--- src/rtl/accum_multi_pkg.sv ---
// Shared types for the multi-channel accumulator: operation codes and FSM states.
package accum_multi_pkg;

  typedef enum logic [1:0] {
    ADD = 2'd0,
    SUB = 2'd1,
    CLR = 2'd2,
    RD  = 2'd3
  } op_e;

  typedef enum logic [1:0] {
    IDLE = 2'd0,
    EXEC = 2'd1,
    DONE = 2'd2
  } state_e;

endpackage

--- src/rtl/accum_alu.sv ---
// Combinational add/subtract of a zero-extended operand against one channel value,
// with carry/borrow detection and optional clamping.
module accum_alu #(
  parameter int ACCUM_WIDTH = 64,
  parameter int ADD_WIDTH   = 32,
  parameter int SATURATE    = 0
) (
  input  logic [ACCUM_WIDTH-1:0] chanVal_i,
  input  logic [ADD_WIDTH-1:0]   operand_i,
  input  logic                   isSub_i,
  output logic [ACCUM_WIDTH-1:0] result_o,
  output logic                   flag_o
);

  localparam int PAD = ACCUM_WIDTH - ADD_WIDTH + 1;

  logic [ACCUM_WIDTH:0] extOperand;
  logic [ACCUM_WIDTH:0] rawSum;

  // The extra top bit carries out on ADD and borrows on SUB, so one bit flags both cases.
  always_comb begin
    extOperand = {{PAD{1'b0}}, operand_i};
    if (isSub_i) begin
      rawSum = {1'b0, chanVal_i} - extOperand;
    end else begin
      rawSum = {1'b0, chanVal_i} + extOperand;
    end
    flag_o   = rawSum[ACCUM_WIDTH];
    result_o = rawSum[ACCUM_WIDTH-1:0];
    if (flag_o && (SATURATE != 0)) begin
      result_o = isSub_i ? '0 : '1;
    end
  end

endmodule

--- src/rtl/accum_multi.sv ---
// Multi-channel accumulator behind a 4-phase en/done handshake; one operation
// per request, executed in a single EXEC cycle.
module accum_multi
  import accum_multi_pkg::*;
#(
  parameter int ACCUM_WIDTH = 64,
  parameter int ADD_WIDTH   = 32,
  parameter int NUM_CH      = 4,
  parameter int SATURATE    = 0,
  localparam int CHW        = (NUM_CH > 1) ? $clog2(NUM_CH) : 1
) (
  input  logic                   clk,
  input  logic                   reset_l,
  input  logic                   en,
  input  logic [1:0]             op,
  input  logic [CHW-1:0]         ch,
  input  logic [ADD_WIDTH-1:0]   add,
  output logic [ACCUM_WIDTH-1:0] accum,
  output logic                   done,
  output logic                   busy,
  output logic [NUM_CH-1:0]      ovf
);

  localparam logic [CHW:0] NUM_CH_C = (CHW + 1)'(NUM_CH);

  if (ADD_WIDTH > ACCUM_WIDTH) begin : gBadWidth
    $error("accum_multi: ADD_WIDTH must not exceed ACCUM_WIDTH");
  end
  if ((NUM_CH < 1) || (NUM_CH > 16)) begin : gBadChannels
    $error("accum_multi: NUM_CH must be in 1..16");
  end

  state_e                 state_q, state_d;
  op_e                    opReg_q;
  logic [CHW-1:0]         chReg_q;
  logic [ADD_WIDTH-1:0]   addReg_q;
  logic [ACCUM_WIDTH-1:0] chan_q [NUM_CH];
  logic [ACCUM_WIDTH-1:0] chan_d [NUM_CH];
  logic [ACCUM_WIDTH-1:0] accum_q, accum_d;
  logic [NUM_CH-1:0]      ovf_q, ovf_d;

  logic                   capture;
  logic                   execute;
  logic                   chValid;
  logic [ACCUM_WIDTH-1:0] selVal;
  logic [ACCUM_WIDTH-1:0] aluResult;
  logic                   aluFlag;

  always_ff @(posedge clk or negedge reset_l) begin
    if (!reset_l) begin
      state_q <= IDLE;
    end else begin
      state_q <= state_d;
    end
  end

  // DONE is left only once en is seen low, so a held request cannot restart from IDLE.
  always_comb begin
    state_d = state_q;
    case (state_q)
      IDLE:    if (en) state_d = EXEC;
      EXEC:    state_d = DONE;
      DONE:    if (!en) state_d = IDLE;
      default: state_d = IDLE;
    endcase
  end

  always_comb begin
    capture = (state_q == IDLE) && en;
    execute = (state_q == EXEC);
    done    = (state_q == DONE);
    busy    = (state_q == EXEC) || (state_q == DONE);
  end

  always_ff @(posedge clk or negedge reset_l) begin
    if (!reset_l) begin
      opReg_q  <= ADD;
      chReg_q  <= '0;
      addReg_q <= '0;
    end else if (capture) begin
      opReg_q  <= op_e'(op);
      chReg_q  <= ch;
      addReg_q <= add;
    end
  end

  // Channel indices past NUM_CH are legal on the port but address no register.
  always_comb begin
    chValid = ({1'b0, chReg_q} < NUM_CH_C);
    selVal  = '0;
    for (int i = 0; i < NUM_CH; i++) begin
      if (chReg_q == i[CHW-1:0]) selVal = chan_q[i];
    end
  end

  accum_alu #(
    .ACCUM_WIDTH (ACCUM_WIDTH),
    .ADD_WIDTH   (ADD_WIDTH),
    .SATURATE    (SATURATE)
  ) u_alu (
    .chanVal_i (selVal),
    .operand_i (addReg_q),
    .isSub_i   (opReg_q == SUB),
    .result_o  (aluResult),
    .flag_o    (aluFlag)
  );

  always_comb begin
    chan_d  = chan_q;
    ovf_d   = ovf_q;
    accum_d = accum_q;
    if (execute) begin
      if (!chValid) begin
        accum_d = '0;
      end else begin
        case (opReg_q)
          ADD, SUB: accum_d = aluResult;
          CLR:      accum_d = '0;
          RD:       accum_d = selVal;
          default:  accum_d = accum_q;
        endcase
      end
      for (int i = 0; i < NUM_CH; i++) begin
        if (chValid && (chReg_q == i[CHW-1:0])) begin
          case (opReg_q)
            ADD, SUB: begin
              chan_d[i] = aluResult;
              if (aluFlag) ovf_d[i] = 1'b1;
            end
            CLR: begin
              chan_d[i] = '0;
              ovf_d[i]  = 1'b0;
            end
            default: ;
          endcase
        end
      end
    end
  end

  always_ff @(posedge clk or negedge reset_l) begin
    if (!reset_l) begin
      for (int i = 0; i < NUM_CH; i++) chan_q[i] <= '0;
      accum_q <= '0;
      ovf_q   <= '0;
    end else begin
      chan_q  <= chan_d;
      accum_q <= accum_d;
      ovf_q   <= ovf_d;
    end
  end

  assign accum = accum_q;
  assign ovf   = ovf_q;

endmodule

--- config.mk ---
export PLATFORM = sky130hd
export DESIGN_NAME = accum_multi
export DESIGN_NICKNAME = d
export VERILOG_FILES = /design/src/rtl/accum_multi_pkg.sv /design/src/rtl/accum_alu.sv /design/src/rtl/accum_multi.sv
export SDC_FILE = /design/constraint.sdc
export NUM_CORES = 1
export LEC_CHECK = 0
export ABC_AREA = 1
export BUFFER_PORTS_ARGS = -buffer_cell sky130_fd_sc_hd__buf_2
export CORE_UTILIZATION = 50
export CTS_CLUSTER_DIAMETER = 80
export DETAILED_ROUTE_END_ITERATION = 7
export GPL_TIMING_DRIVEN = 0
export HOLD_SLACK_MARGIN = 0.02
export PLACE_DENSITY = 0.68
export SLEW_MARGIN = 20
export SYNTH_ARGS = -nofsm -noshare
export SYNTH_HDL_FRONTEND = slang
export SYNTH_SLANG_ARGS = --single-unit
--- constraint.sdc ---
create_clock -name clk -period 5.4 [get_ports clk]
set_clock_uncertainty 0.2 [all_clocks]
set_input_delay 0.54 -clock clk [delete_from_list [all_inputs] [get_ports clk]]
set_output_delay 0.54 -clock clk [all_outputs]
set_load 0.02 [all_outputs]
==> results of run 1 <==
==> logic make-up after synthesis <==
logic type / Yosys count / share of synthesized area
AO/OA/AOI/OAI: 543 / 0.1344
XOR/XNOR: 54 / 0.02195
adder cells (fa/ha/maj): 72 / 0.04151
buffers and inverters: 520 / 0.09170
flip-flops: 362 / 0.4139
multiplexers: 14 / 0.007204
AND/OR/NAND/NOR: 1536 / 0.2893
==> final timing paths <==
check / end / cells past startpoint
min reg2reg: ovf[1] / 2
max reg2reg: accum[29] / 21
max in group asynchronous: addReg_q[11] / 4
max: accum[29] / 21
min: addReg_q[5] / 3
min in group asynchronous: chan_q[59] / 2
==> layout by cell type, fill, tap and decap left out, drive strengths merged, types with 11 or more instances in the layout <==
master | Yosys | routed
o21ai | 228 | 228
xor2 | 49 | 49
o22ai | 74 | 74
nand3b | 11 | 11
dfrtp | 362 | 362
a31oi | 34 | 34
ha | 71 | 71
nand2 | 1073 | 1073
o21bai | 12 | 12
dlygate4sd3 | 0 | 30
nand4 | 31 | 31
inv | 396 | 399
clkbuf | 72 | 128
mux2 | 14 | 14
nor3 | 18 | 18
nor2 | 275 | 275
a21oi | 181 | 181
buf | 50 | 161
nand3 | 113 | 113
clkinv | 2 | 11
==> flip-flops by register name (all words and copies together), names as in the netlist <==
name	count
state_q	2
opReg_q	2
chan_q	256
accum	64
addReg_q	32
ovf	4
chReg_q	2
==> worst min-delay path, cell delays in order <==
cell     delay (ns)
buf_2          0.08
nor2_1         0.03
a21oi_1        0.12
==> stage by stage <==
| step | hold WS (ns) | instances | util | setup WS [ns] |
|---|---|---|---|---|
| floorplan | 0.04441 | 3101 | - | 1.998 |
| global placement | 0.2490 | 3794 | 0.5376 | -3.397 |
| detailed placement | 0.2533 | 3797 | 0.5397 | 0.7526 |
| CTS | 0.02098 | 3901 | 0.5791 | 0.7038 |
| global route | 0.04385 | 3901 | 0.5791 | 0.3861 |
| finish | 0.03329 | 3901 | 0.5791 | 0.6296 |
==> final cells by class <==
type	instances	area [um^2]	area share
Buffer	122	513.0	0.02056
Clock buffer	56	1174	0.04705
Clock inverter	18	221.5	0.008878
Inverter	398	1494	0.05989
Multi-Input combinational cell	2219	10820	0.4337
Sequential cell	362	9059	0.3631
Tap cell	585	732.0	0.02934
Timing Repair Buffer	141	933.4	0.03742
==> layer usage <==
metal | share of wire | up-vias | routed length [um]
met5 | 0 | - | 0
met4 | 0.043 | 0 | 3690
met3 | 0.12 | 185 | 10000
met2 | 0.43 | 1137 | 36770
met1 | 0.41 | 10590 | 34650
li1 | - | 10250 | -
==> impl_metrics.env, run 1 <==
export IMPL_grtUsageMet2=0.5814
export IMPL_drt_wirelength_per_cell_um=21.82
export IMPL_cts_max_level=2
export IMPL_cp_required_ns=5.71
export IMPL_layout_drive_gt1_share=0.09409
export IMPL_antenna_found_initial=0
export IMPL_grt_util_all_layers=0.3866
export IMPL_cts_made_buffers=41
export IMPL_path_delay_family="simple AND/OR/NAND/NOR gates"
export IMPL_io_pins=109
export IMPL_gr_total_overflow=0
export IMPL_yosysTopAreaCell="dfrtp_1"
export IMPL_yosysTopAreaCellShare=0.4139
export IMPL_fmax_mhz=209.6
export IMPL_ant_nets=0
export IMPL_first_iter_violations=2581
export IMPL_fin_crit_ns=4.770
export IMPL_setup_viol=0
export IMPL_cts_path_max_buffers=3
export IMPL_syn_inst=3101
export IMPL_tns_ns=0
export IMPL_min_delay_path_class="primary input to flip-flop"
export IMPL_min_delay_start="add[5]"
export IMPL_stdcell_area_um2=24950
export IMPL_vias=22160
export IMPL_hold_viol=0
export IMPL_ys_ff_latch=362
export IMPL_ys_async_sr_fraction=1.000
export IMPL_worst_ep_arrival_time_ns=5.08
export IMPL_rrSetupSlack_ns=0.63
export IMPL_slowest_delay_ns=0.53
export IMPL_clk_root_buffer_cell="clkbuf_16"
export IMPL_critPathSlowestCell="o21ai_0"
export IMPL_holdBufCountCts=30
export IMPL_num_antenna_cells=0
export IMPL_place_area_um2=23250
export IMPL_ys_types=45
export IMPL_place_congestion=1.031
export IMPL_startpoint_type="flip-flop"
export IMPL_ys_warn_count=0
export IMPL_detailed_place_hpwl_um=65450
export IMPL_nets=3396
export IMPL_tightest_slew_ns=0.9494
export IMPL_worstSetupStartpoint="opReg_q[1]"
export IMPL_grt_pass1_wl_um=127000
export IMPL_rows=76
export IMPL_grt_max_degree=100
export IMPL_cp_buffers_inverters=5
export IMPL_synthesis_nets=3212
export IMPL_top_usage_layer="met2"
export IMPL_crit_type="flip-flop to flip-flop"
export IMPL_synth_edff_count=0
export IMPL_crit_chain="buf_2 -> nor2_2 -> inv_1 -> buf_2 -> buf_2 -> o21ai_0 -> inv_1 -> ha_1 -> nand3_1 -> nand2_1 -> nand2_1 -> nand2_1 -> nand2_1 -> nand2_2 -> nand2_1 -> nand2_2 -> xor2_1 -> nand2_1 -> nand2_1 -> nand2_1 -> nand2_1"
export IMPL_synthTopCellsByCount="1,041 x nand2_1, 382 x inv_1, 362 x dfrtp_1"
export IMPL_synth_cell_area_um2=21880
export IMPL_slew_viol_final=0
export IMPL_grt_util_met1=0.5283
export IMPL_vias_per_cell=5.682
export IMPL_cp_end_kind="flip-flop"
export IMPL_coreArea_um2=43080
export IMPL_post_route_period_util=0.8834
export IMPL_dieArea_um2=44610
export IMPL_use_met3=0.09857
export IMPL_yosysMostFrequentCell="nand2_1"
export IMPL_rsz0062_at_grt="false"
export IMPL_die_width_um=211.2
export IMPL_portBuffers=108
export IMPL_synthFlopType="dfrtp_1"
export IMPL_crit_top_cell="nand2_1"
export IMPL_drv_cap=0
export IMPL_clock_latency_ns=0.59
export IMPL_relSlewSlack=0.3604
export IMPL_cts_resized_gates=0
export IMPL_ys_top_cells_by_area="dfrtp_1 41%, nand2_1 18%, inv_1 6.6%, nor2_1 4.5%, a21oi_1 4.1%"
export IMPL_drc=0
export IMPL_syn_avg_cell_area_um2=7.057
export IMPL_cts_setup_buffers=0
export IMPL_ys_seq_area_frac=0.4139
export IMPL_grt_pass1_vias=21150
export IMPL_num_fill_cells=4199
export IMPL_wl_um=85110
export IMPL_start_util=0.5080
export IMPL_crit_fanout=10
export IMPL_cts_tree="done"
export IMPL_clkTransAtPathRegs_ns=0.06
export IMPL_clkSinkCount=362
export IMPL_die_y_um=211.2
export IMPL_first_pass_iters=6
export IMPL_status="finished clean"
export IMPL_syn_to_final_growth_pct=13.98
export IMPL_r2r_start="opReg_q[1]"
Power of run 1 is not shown: default switching activity piles up to over one toggle a cycle in this logic, so the estimate is an artifact.
==> run 2, diff against run 1 <==
CORE_UTILIZATION = 40   (was 50)
PLACE_DENSITY = 0.57   (was 0.68)
==> run 2 against run 1 <==
Effect of this change: final cell count increased by 3.0%; die area rose by 25%; clock-buffer cell count is 8 higher.
==> impl_metrics.env, run 2 (same netlist as run 1, synthesis figures left out) <==
export IMPL_status="finished clean"
export IMPL_nets=3401
export IMPL_grt_max_degree=98
export IMPL_rrSetupSlack_ns=0.46
export IMPL_r2r_start="opReg_q[1]"
export IMPL_grt_pass1_wl_um=131500
export IMPL_slowest_delay_ns=0.53
export IMPL_use_met3=0.05091
export IMPL_largest_reg_flops=256
export IMPL_start_util=0.4059
export IMPL_grtUsageMet2=0.4890
export IMPL_wl_um=89270
export IMPL_layout_drive_gt1_share=0.09389
export IMPL_worst_ep_arrival_time_ns=5.24
export IMPL_cp_end_kind="flip-flop"
export IMPL_slew_viol_final=0
export IMPL_final_common_cell="nand2_1"
export IMPL_critPathSlowestCell="xor2_1"
export IMPL_setup_viol=0
export IMPL_drv_cap=0
export IMPL_clkSinkCount=362
export IMPL_grt_util_met1=0.4534
export IMPL_worstSetupStartpoint="opReg_q[1]"
export IMPL_die_y_um=235.9
export IMPL_cts_tree="done"
export IMPL_num_antenna_cells=0
export IMPL_crit_top_cell="nand2_1"
export IMPL_final_cells=4019
export IMPL_grt_util_all_layers=0.3197
export IMPL_relSlewSlack=0.2391
export IMPL_first_pass_iters=5
export IMPL_top_register="chan_q"
export IMPL_path_delay_family="simple AND/OR/NAND/NOR gates"
export IMPL_antenna_found_initial=1
export IMPL_coreArea_um2=53920
export IMPL_hold_viol=0
export IMPL_cts_made_buffers=42
export IMPL_rows=85
export IMPL_io_pins=109
export IMPL_cp_buffers_inverters=5
export IMPL_die_width_um=235.9
export IMPL_min_delay_path_class="primary input to flip-flop"
export IMPL_ant_nets=0
export IMPL_fin_crit_ns=4.940
export IMPL_dp_cells=3909
export IMPL_post_route_period_util=0.9148
export IMPL_drc=0
export IMPL_dieArea_um2=55650
export IMPL_portBuffers=108
export IMPL_clock_latency_ns=0.60
export IMPL_cts_path_max_buffers=3
export IMPL_top_usage_layer="met2"
export IMPL_clkTransAtPathRegs_ns=0.06
export IMPL_startpoint_type="flip-flop"
export IMPL_grt_pass1_vias=20470
export IMPL_crit_chain="buf_2 -> nor2_2 -> inv_1 -> buf_2 -> buf_2 -> nand2_1 -> o21ai_0 -> fa_1 -> inv_1 -> nand2_1 -> nand2_1 -> nand3_1 -> nand2_1 -> nand2_1 -> nand2_2 -> nand2_1 -> nand2_1 -> xor2_1 -> nand2_1 -> o21ai_1"
export IMPL_tightest_slew_ns=1.129
export IMPL_num_fill_cells=5503
export IMPL_crit_fanout=10
export IMPL_fmax_mhz=202.4
export IMPL_min_delay_start="add[28]"
export IMPL_drt_wirelength_per_cell_um=22.21
export IMPL_vias_per_cell=5.424
export IMPL_final_cell_mix="1,041 x nand2_1, 382 x inv_1, 362 x dfrtp_1"
export IMPL_cts_max_level=2
export IMPL_first_iter_violations=2354
export IMPL_detailed_place_hpwl_um=69540
export IMPL_clk_root_buffer_cell="clkbuf_16"
export IMPL_rsz0062_at_grt="false"
export IMPL_place_area_um2=23420
export IMPL_gr_total_overflow=0
export IMPL_vias=21800
export IMPL_place_congestion=0.9805
export IMPL_fin_util=0.4662
export IMPL_cp_required_ns=5.70
export IMPL_syn_to_final_growth_pct=14.86
export IMPL_stdcell_area_um2=25140
export IMPL_crit_type="flip-flop to flip-flop"
-- run 2: cell count changes in the layout (fill, tap and decap cells not counted), sizes merged --
| cell | change |
|---|---|
| clkinv | -1 |
| clkinvlp | -2 |
| clkbuf | +8 |
| bufinv | -2 |
| dlygate4sd3 | +3 |
| buf | +1 |
-- run 2: stage by stage --
stage	setup slack (ns)	setup TNS [ns]	hold WS, ns
2_1_floorplan	1.998	0	0.04441
3_3_place_gp	-3.564	-1266.63	0.2483
3_5_place_dp	0.5819	0	0.2605
4_1_cts	0.5389	0	0.02607
5_1_grt	0.2490	0	0.03779
6_report	0.4599	0	0.03823
-- run 2: metal layers --
metal | part of all wire | vias to the layer above
met5 | 0 | -
li1 | - | 10260
met3 | 0.084 | 167
met1 | 0.44 | 10450
met2 | 0.44 | 924
met4 | 0.039 | 0
-- run 2: area by class of cell --
type,count,area (um^2),area share
multi-input combinational,2219,10820,0.4304
clock inverter,13,146.4,0.005824
buffer,122,513.0,0.02041
inverter,398,1494,0.05943
sequential,362,9059,0.3604
tap,696,870.8,0.03464
timing repair buffer,145,991.0,0.03942
clock buffer,64,1244,0.04948
-- run 2: path summary, 6_finish.rpt --
| kind | endpoint | cells past startpoint |
|---|---|---|
| worst max-delay path | chan_q[160] | 20 |
| worst min-delay path | addReg_q[28] | 3 |
| worst max register to register | chan_q[160] | 20 |
| worst min register to register | ovf[1] | 2 |
| max in group asynchronous | chan_q[203] | 4 |
| min in group asynchronous | chan_q[252] | 2 |
-- run 2: worst min-delay path, delay by kind of cell --
family	cells	cell delay (ns)
AOI/OAI and AO/OA	1	0.05
buffers and inverters	1	0.10
and+or+nand+nor	1	0.09
-- run 2: what timing repair did --
item	4_1_cts	5_1_grt
setup endpoints to repair	0	0
resized for setup	0	0
buffers inserted	0	0
hold buffers	33	0
hold endpoints to repair	82	0
Power of run 2 is left out for the same reason.
